$ cat src/rtl/booth_mac_pkg.sv
// rtl/booth_mac_pkg.sv - shared types, defaults and clamp helpers for the Booth MAC accumulator
package booth_mac_pkg;

    localparam int DEFAULT_ACC_W   = 24;
    localparam int DEFAULT_MAX_LEN = 256;

    typedef enum logic [1:0] {
        ST_IDLE  = 2'd0,
        ST_ACCUM = 2'd1,
        ST_HOLD  = 2'd2
    } state_t;

    // Largest signed value representable in `width` bits.
    function automatic logic signed [63:0] clamp_max(input int width);
        return (64'sd1 <<< (width - 1)) - 64'sd1;
    endfunction

    // Smallest signed value representable in `width` bits.
    function automatic logic signed [63:0] clamp_min(input int width);
        return -(64'sd1 <<< (width - 1));
    endfunction

endpackage

$ cat src/rtl/booth_mac_accum_if.sv
// rtl/booth_mac_accum_if.sv - product input and frame result handshakes
interface booth_mac_accum_if
    import booth_mac_pkg::*;
#(
    parameter int ACC_W   = DEFAULT_ACC_W,
    parameter int MAX_LEN = DEFAULT_MAX_LEN
);
    localparam int CNT_W = $clog2(MAX_LEN + 1);

    logic signed [15:0]      prod_in;
    logic                    prod_valid;
    logic                    prod_last;
    logic                    prod_ready;
    logic signed [ACC_W-1:0] acc_out;
    logic [CNT_W-1:0]        acc_count;
    logic                    acc_ovf;
    logic                    acc_trunc;
    logic                    acc_valid;
    logic                    acc_ready;

    modport master (
        output prod_in, prod_valid, prod_last, acc_ready,
        input  prod_ready, acc_out, acc_count, acc_ovf, acc_trunc, acc_valid
    );

    modport slave (
        input  prod_in, prod_valid, prod_last, acc_ready,
        output prod_ready, acc_out, acc_count, acc_ovf, acc_trunc, acc_valid
    );

endinterface

$ cat src/rtl/sat_add.sv
// rtl/sat_add.sv - signed ACC_W adder with selectable clamp or wrap and overflow flag
module sat_add
    import booth_mac_pkg::*;
#(
    parameter int ACC_W = DEFAULT_ACC_W,
    parameter bit SAT   = 1'b1
) (
    input  logic signed [ACC_W-1:0] a,
    input  logic signed [ACC_W-1:0] b,
    output logic signed [ACC_W-1:0] sum,
    output logic                    ovf
);
    localparam logic signed [ACC_W-1:0] MAX_V = ACC_W'(clamp_max(ACC_W));
    localparam logic signed [ACC_W-1:0] MIN_V = ACC_W'(clamp_min(ACC_W));

    logic signed [ACC_W:0] wide;

    // One guard bit: overflow shows as the top two bits disagreeing; the top bit gives the direction.
    always_comb begin
        wide = (ACC_W + 1)'(a) + (ACC_W + 1)'(b);
        ovf  = wide[ACC_W] ^ wide[ACC_W-1];
        sum  = wide[ACC_W-1:0];
        if (ovf && SAT) begin
            sum = wide[ACC_W] ? MIN_V : MAX_V;
        end
    end

endmodule

$ cat src/rtl/booth_mac_accum.sv
// rtl/booth_mac_accum.sv - framed signed accumulator for Booth multiplier products
module booth_mac_accum
    import booth_mac_pkg::*;
#(
    parameter int ACC_W   = DEFAULT_ACC_W,
    parameter int MAX_LEN = DEFAULT_MAX_LEN,
    parameter bit SAT     = 1'b1
) (
    input  logic              clock,
    input  logic              reset,
    booth_mac_accum_if.slave  bus
);
    localparam int CNT_W = $clog2(MAX_LEN + 1);
    localparam logic [CNT_W-1:0] CNT_MAX = CNT_W'(MAX_LEN);

    state_t                  state;
    state_t                  state_next;
    logic signed [ACC_W-1:0] acc;
    logic signed [ACC_W-1:0] acc_next;
    logic signed [ACC_W-1:0] add_a;
    logic signed [ACC_W-1:0] add_b;
    logic signed [ACC_W-1:0] add_sum;
    logic                    add_ovf;
    logic [CNT_W-1:0]        cnt;
    logic [CNT_W-1:0]        cnt_next;
    logic [CNT_W-1:0]        cnt_inc;
    logic                    ovf;
    logic                    ovf_next;
    logic                    trunc;
    logic                    trunc_next;
    logic                    prod_xfer;
    logic                    res_xfer;
    logic                    open_new;

    // In HOLD a product may only enter when the held result leaves in the same cycle.
    assign bus.prod_ready = (state != ST_HOLD) || bus.acc_ready;
    assign prod_xfer      = bus.prod_valid && bus.prod_ready;
    assign res_xfer       = (state == ST_HOLD) && bus.acc_ready;
    assign open_new       = prod_xfer && (state != ST_ACCUM);

    // A new frame starts from zero so the first term loads rather than accumulates.
    assign add_a   = open_new ? '0 : acc;
    assign add_b   = {{(ACC_W - 16){bus.prod_in[15]}}, bus.prod_in};
    assign cnt_inc = open_new ? CNT_W'(1) : cnt + CNT_W'(1);

    sat_add #(
        .ACC_W (ACC_W),
        .SAT   (SAT)
    ) u_sat_add (
        .a   (add_a),
        .b   (add_b),
        .sum (add_sum),
        .ovf (add_ovf)
    );

    // Next-state and next-datapath values for the frame FSM.
    always_comb begin
        state_next = state;
        acc_next   = acc;
        cnt_next   = cnt;
        ovf_next   = ovf;
        trunc_next = trunc;
        if (prod_xfer) begin
            acc_next = add_sum;
            cnt_next = cnt_inc;
            ovf_next = (!open_new && ovf) || add_ovf;
            if (bus.prod_last || (cnt_inc == CNT_MAX)) begin
                state_next = ST_HOLD;
                trunc_next = !bus.prod_last;
            end else begin
                state_next = ST_ACCUM;
                trunc_next = 1'b0;
            end
        end else if (res_xfer) begin
            state_next = ST_IDLE;
        end
    end

    // FSM state register.
    always_ff @(posedge clock or posedge reset) begin
        if (reset) begin
            state <= ST_IDLE;
        end else begin
            state <= state_next;
        end
    end

    // Accumulator, term counter and sticky flags; these double as the result registers.
    always_ff @(posedge clock or posedge reset) begin
        if (reset) begin
            acc   <= '0;
            cnt   <= '0;
            ovf   <= 1'b0;
            trunc <= 1'b0;
        end else begin
            acc   <= acc_next;
            cnt   <= cnt_next;
            ovf   <= ovf_next;
            trunc <= trunc_next;
        end
    end

    assign bus.acc_out   = acc;
    assign bus.acc_count = cnt;
    assign bus.acc_ovf   = ovf;
    assign bus.acc_trunc = trunc;
    assign bus.acc_valid = (state == ST_HOLD);

endmodule

$ cat src/flat_wrapper.sv
// flat-port wrapper written by rule: the top's interface ports become plain ports
module booth_mac_accum_flat import booth_mac_pkg::*;
#(
    parameter int ACC_W   = DEFAULT_ACC_W,
    parameter int MAX_LEN = DEFAULT_MAX_LEN,
    parameter bit SAT     = 1'b1
)
  (clock, reset, bus_prod_in, bus_prod_valid, bus_prod_last, bus_acc_ready, bus_prod_ready, bus_acc_out, bus_acc_count, bus_acc_ovf, bus_acc_trunc, bus_acc_valid);
  booth_mac_accum_if #(.ACC_W(ACC_W), .MAX_LEN(MAX_LEN)) bus_i ();
  input  logic clock;
  input  logic reset;
  input wire logic [$bits(bus_i.prod_in)-1:0] bus_prod_in;
  input wire logic [$bits(bus_i.prod_valid)-1:0] bus_prod_valid;
  input wire logic [$bits(bus_i.prod_last)-1:0] bus_prod_last;
  input wire logic [$bits(bus_i.acc_ready)-1:0] bus_acc_ready;
  output wire logic [$bits(bus_i.prod_ready)-1:0] bus_prod_ready;
  output wire logic [$bits(bus_i.acc_out)-1:0] bus_acc_out;
  output wire logic [$bits(bus_i.acc_count)-1:0] bus_acc_count;
  output wire logic [$bits(bus_i.acc_ovf)-1:0] bus_acc_ovf;
  output wire logic [$bits(bus_i.acc_trunc)-1:0] bus_acc_trunc;
  output wire logic [$bits(bus_i.acc_valid)-1:0] bus_acc_valid;
  assign bus_i.prod_in = bus_prod_in;
  assign bus_i.prod_valid = bus_prod_valid;
  assign bus_i.prod_last = bus_prod_last;
  assign bus_i.acc_ready = bus_acc_ready;
  assign bus_prod_ready = bus_i.prod_ready;
  assign bus_acc_out = bus_i.acc_out;
  assign bus_acc_count = bus_i.acc_count;
  assign bus_acc_ovf = bus_i.acc_ovf;
  assign bus_acc_trunc = bus_i.acc_trunc;
  assign bus_acc_valid = bus_i.acc_valid;
  booth_mac_accum #(.ACC_W(ACC_W), .MAX_LEN(MAX_LEN), .SAT(SAT)) u_core (.clock(clock), .reset(reset), .bus(bus_i));
endmodule
$ cat config.mk
export PLATFORM = sky130hd
export DESIGN_NAME = booth_mac_accum_flat
export DESIGN_NICKNAME = d
export VERILOG_FILES = /design/src/rtl/booth_mac_pkg.sv /design/src/rtl/booth_mac_accum_if.sv /design/src/rtl/sat_add.sv /design/src/rtl/booth_mac_accum.sv /design/src/flat_wrapper.sv
export SDC_FILE = /design/constraint.sdc
export NUM_CORES = 1
export LEC_CHECK = 0
export ABC_AREA = 1
export CAP_MARGIN = 20
export CORE_MARGIN = 2
export CORE_UTILIZATION = 40
export CTS_CLUSTER_DIAMETER = 80
export DETAILED_ROUTE_END_ITERATION = 6
export SETUP_SLACK_MARGIN = 0.4
export SLEW_MARGIN = 5
export SYNTH_ARGS = -nofsm -noshare
export SYNTH_HDL_FRONTEND = slang
export SYNTH_SLANG_ARGS = --single-unit
$ cat constraint.sdc
create_clock -name clock -period 2.9 [get_ports clock]
set_clock_uncertainty 0.05 [all_clocks]
set_input_delay 0.58 -clock clock [delete_from_list [all_inputs] [get_ports clock]]
set_output_delay 0.58 -clock clock [all_outputs]
set_load 0.05 [all_outputs]
==> metrics.md <==
| Metric | Value |
|---|---|
| Post-DP HPWL | slightly below 9 mm |
| First-pass GRT wire length | between 20 and 25 mm |
| Starting Density | 41.47% |
| Clock sink count | 37 |
| Clock slew seen by the registers of the worst setup and hold paths | 0.08 ns |
| Drt pass-1 iters | 5 |
| Worst Path Required | between 3 and 4 ns |
| Yosys reg bits | 37 |
| Count of nets after finishing | roughly 800 |
| Post-synth top area share | 25.35% |
| DIE AREA | between 9000 and 10,000 µm² |
| Critical setup path kind | reg2reg |
| Crit path top cell by count | nand2_2 |
| Core area | 8806 µm² |
| Startpoint Class | flop |
| Post-Syn Nets | between 600 and 700 |
| Reg-to-Reg Start | u_core.state[0] |
| Measured slew at the worst slew-check pin | 0.5050 ns |
| Area contributors post-synth | dfrtp_1 (25%), nand2_1 (19%), ha_1 (8.6%), inv_1 (8.4%), nor2_1 (5.8%) |
| Max-cap violation count | 0 |
| WHS | roughly 0.44 ns |
| Inserted Clock Buffers | 5 |
| Largest net degree at the start of global routing | 38 |
| Tmin final | 2.889 ns |
| Slew Viols, Final | 0 |
| Hold path endpoint | u_core.bus.acc_trunc |
| Die height | approximately 100 µm |
| Total grt overflow | 0 |
| PnR worst setup slack | between 0.01 and 0.015 ns |
| Clock buffer depth | 2 |
| CTS tree | built |
| DR vias/cell | between 5 and 6 |
| RSZ-0062 raised after global routing | true |
| WL/cell | 15.71 µm |
| Port bufs | 57 |
| DRC viols | 0 |
| Max-slew headroom | roughly 66% |
| Setup Total Neg Slack | 0 ns |
| Fmax achieved | between 0.3 and 0.4 GHz |
| Io pins | between 50 and 60 |
| Initial DRC count | approximately 370 |
| Place WS | -0.7129 ns |
| Slowest CP cell | dfrtp_2 |
| Cells after synthesis | 568 |
| Post-Route WL | ~14 mm |
| Max incr delay on CP | roughly 0.43 ns |
| Root Driver | clkbuf_8 |
| Die X | about 100 µm |
| Crit path DAT | between 3 and 4 ns |
| Number of global-route vias before repair | approximately 4,200 |
| Number of antenna diodes | 0 |
| Reg2Reg Setup Slack | about 0.011 ns |
| Hold Startpoint | u_core.bus.acc_trunc |
| Avg Cell Area, Syn | between 6 and 7 µm² |
| Pwr dens | 1106 nW/µm² |
| Outcome | finished, final reports clean |
| Tcrit/Tclk final | around 100% |
| CP Capture Type | flop |
| Layout Area Growth over Synthesis | 64.13% |
| Critical path origin | u_core.state[0] |
| DRT antenna net count | 0 |
| GR Util All Layers | around 26% |
| Final hold vios | 0 |
| Hold_buf cts | 0 |
| Share of layout cells above drive strength 1 | between 30% and 40% |
| Cell taking the most area after synthesis | dfrtp_1 |
| Sequential share of the synthesized area | roughly a quarter |
| Leakage power | between 2 and 3 nW |
| Sequence of cells on the critical path | clkinvlp_4 > o21ai_4 > clkbuf_16 > nand2_1 > inv_1 > ha_1 > or2_1 > nand3_1 > nand2_2 > nand2_2 > nand3_2 > nand2_2 > nand2_2 > a21oi_4 > buf_6 > buf_16 > a21oi_2 |
| DR vias | 4,442 |
| Clk_lat worst skew | roughly 0.31 ns |
| Final setup vio count | 0 |
| Yosys warns | 0 |
| Critical-path maximum fanout | 6 |
| GPL Wtd Cong | ~0.93 |
| Reg2reg end | u_core.bus.acc_out[13] |
| Cell variety after synth | 33 |
| HP Class | reg2reg |
| Worst-case reg-to-reg path depth | 17 |
| Final Power | around 6.6 mW |
| # rows | 34 |
| Hold Path Depth | 2 |
| H-tree depth | 2 |
| Synthesized cell area | between 3000 and 4000 µm² |
| VDD IR max | 703.1 µV |
| Initial antenna violation count | 0 |
==> power breakdown <==
group	internal [mW]	total, mW	leakage (nW)	switching [mW]
sequential	0.713	0.891	0.436	0.178
clock	0.167	0.393	0.0439	0.226
combinational	2.31	5.35	2.48	3.04
==> metal layers <==
metal / wire, µm / part of all wire [%] / global-route usage (%) / up-vias
li1: - / - / - / 2183
met1: 5830 / 43 / 35.27 / 2073
met3: 674 / 5.0 / 2.178 / 40
met2: 6573 / 49 / 43.76 / 146
met5: 0 / 0 / 0 / -
met4: 428 / 3.2 / 7.903 / 0
==> placed cells by master, fill, tap and decap left out, drive strengths merged <==
cell           Yosys  layout
clkbuf             3       6
o21bai            10      10
xor2              11      11
clkinvlp           0       2
nor3               3       3
xnor2              4       4
nand3             29      29
nor2              62      62
dlygate4sd2        0       2
or2                3       3
o21a               1       1
clkdlybuf4s50      0      54
fa                 1       1
a21oi             54      54
dfrtp             37      37
buf                9     127
nand3b             1       1
ha                25      25
nand4             16      16
o21ai             18      20
clkinv             0       2
inv               83      82
and2               1       1
o31ai              1       1
nand2            195     197
nor3b              1       1
==> flip-flops by register name, indices dropped and copies added (netlist names) <==
register	cells
u_core.state	2
u_core.bus.acc_ovf	1
u_core.bus.acc_trunc	1
u_core.bus.acc_out	24
u_core.bus.acc_count	9
==> timing repair <==
item / CTS / global route
pin swaps: 13 / 29
gates resized for setup: 45 / 73
gates cloned: 3 / 3
endpoints found under the setup margin: 25 / 25
buffers inserted: 18 / 6
==> worst max-delay path: cells and delay by family, from the launching register on <==
| family | cells | cell delay (ns) |
|---|---|---|
| flip-flops | 1 | 0.43 |
| AO/OA/AOI/OAI | 3 | 0.50 |
| AND/OR/NAND/NOR | 8 | 0.83 |
| adder cells (fa/ha/maj) | 1 | 0.23 |
| buffers and inverters | 5 | 0.73 |
==> logic make-up after synthesis <==
kind of cell,after synthesis,synth area share [%]
AOI/OAI and AO/OA,84,15.01
xor gates and xnor gates,15,3.597
adders and majority gates,26,9.113
buffers and inverters,95,10.93
DFF,37,25.35
and+or+nand+nor,311,36.01
==> final cells by class <==
type	instances	area, µm²
clock buffers	5	68.82
repair buffers	184	1615
clock inverters	3	17.52
well taps	108	135.1
multi-input cells	440	2909
fillers	737	2811
inverters	83	320.3
flip-flops and latches	37	928.4
==> worst max path at each step <==
stage	to	depth (start not counted)
after floorplan	u_core.bus.acc_out[0]	24
after global placement	u_core.bus.acc_out[22]	18
after detailed placement	u_core.bus.acc_out[22]	18
after CTS	u_core.bus.acc_out[4]	19
after global routing	u_core.bus.acc_out[13]	19
final	u_core.bus.acc_out[13]	17
==> cell usage after synthesis, drive strengths merged <==
| library cell | count |
|---|---|
| clkbuf | 3 |
| o31ai | 1 |
| nor2 | 62 |
| a21oi | 54 |
| nand2 | 195 |
| nand3b | 1 |
| buf | 9 |
| fa | 1 |
| or2 | 3 |
| dfrtp | 37 |
| inv | 83 |
| xor2 | 11 |
| xnor2 | 4 |
| nand4 | 16 |
| and2 | 1 |
| nor3b | 1 |
| nand3 | 29 |
| o21a | 1 |
| ha | 25 |
| o21ai | 18 |
| o21bai | 10 |
| nor3 | 3 |
==> stage by stage <==
| stage | instances | instance area, µm² | utilization, % |
|---|---|---|---|
| 2_1_floorplan | 568 | 3689 | - |
| 3_3_place_gp | 822 | 5069 | 57.56 |
| 3_5_place_dp | 822 | 5069 | 57.56 |
| 4_1_cts | 851 | 5515 | 62.63 |
| 5_1_grt | 860 | 5995 | 68.07 |
| 6_report | 860 | 5995 | 68.07 |
Note: power is estimated with default switching activity, not from simulation.
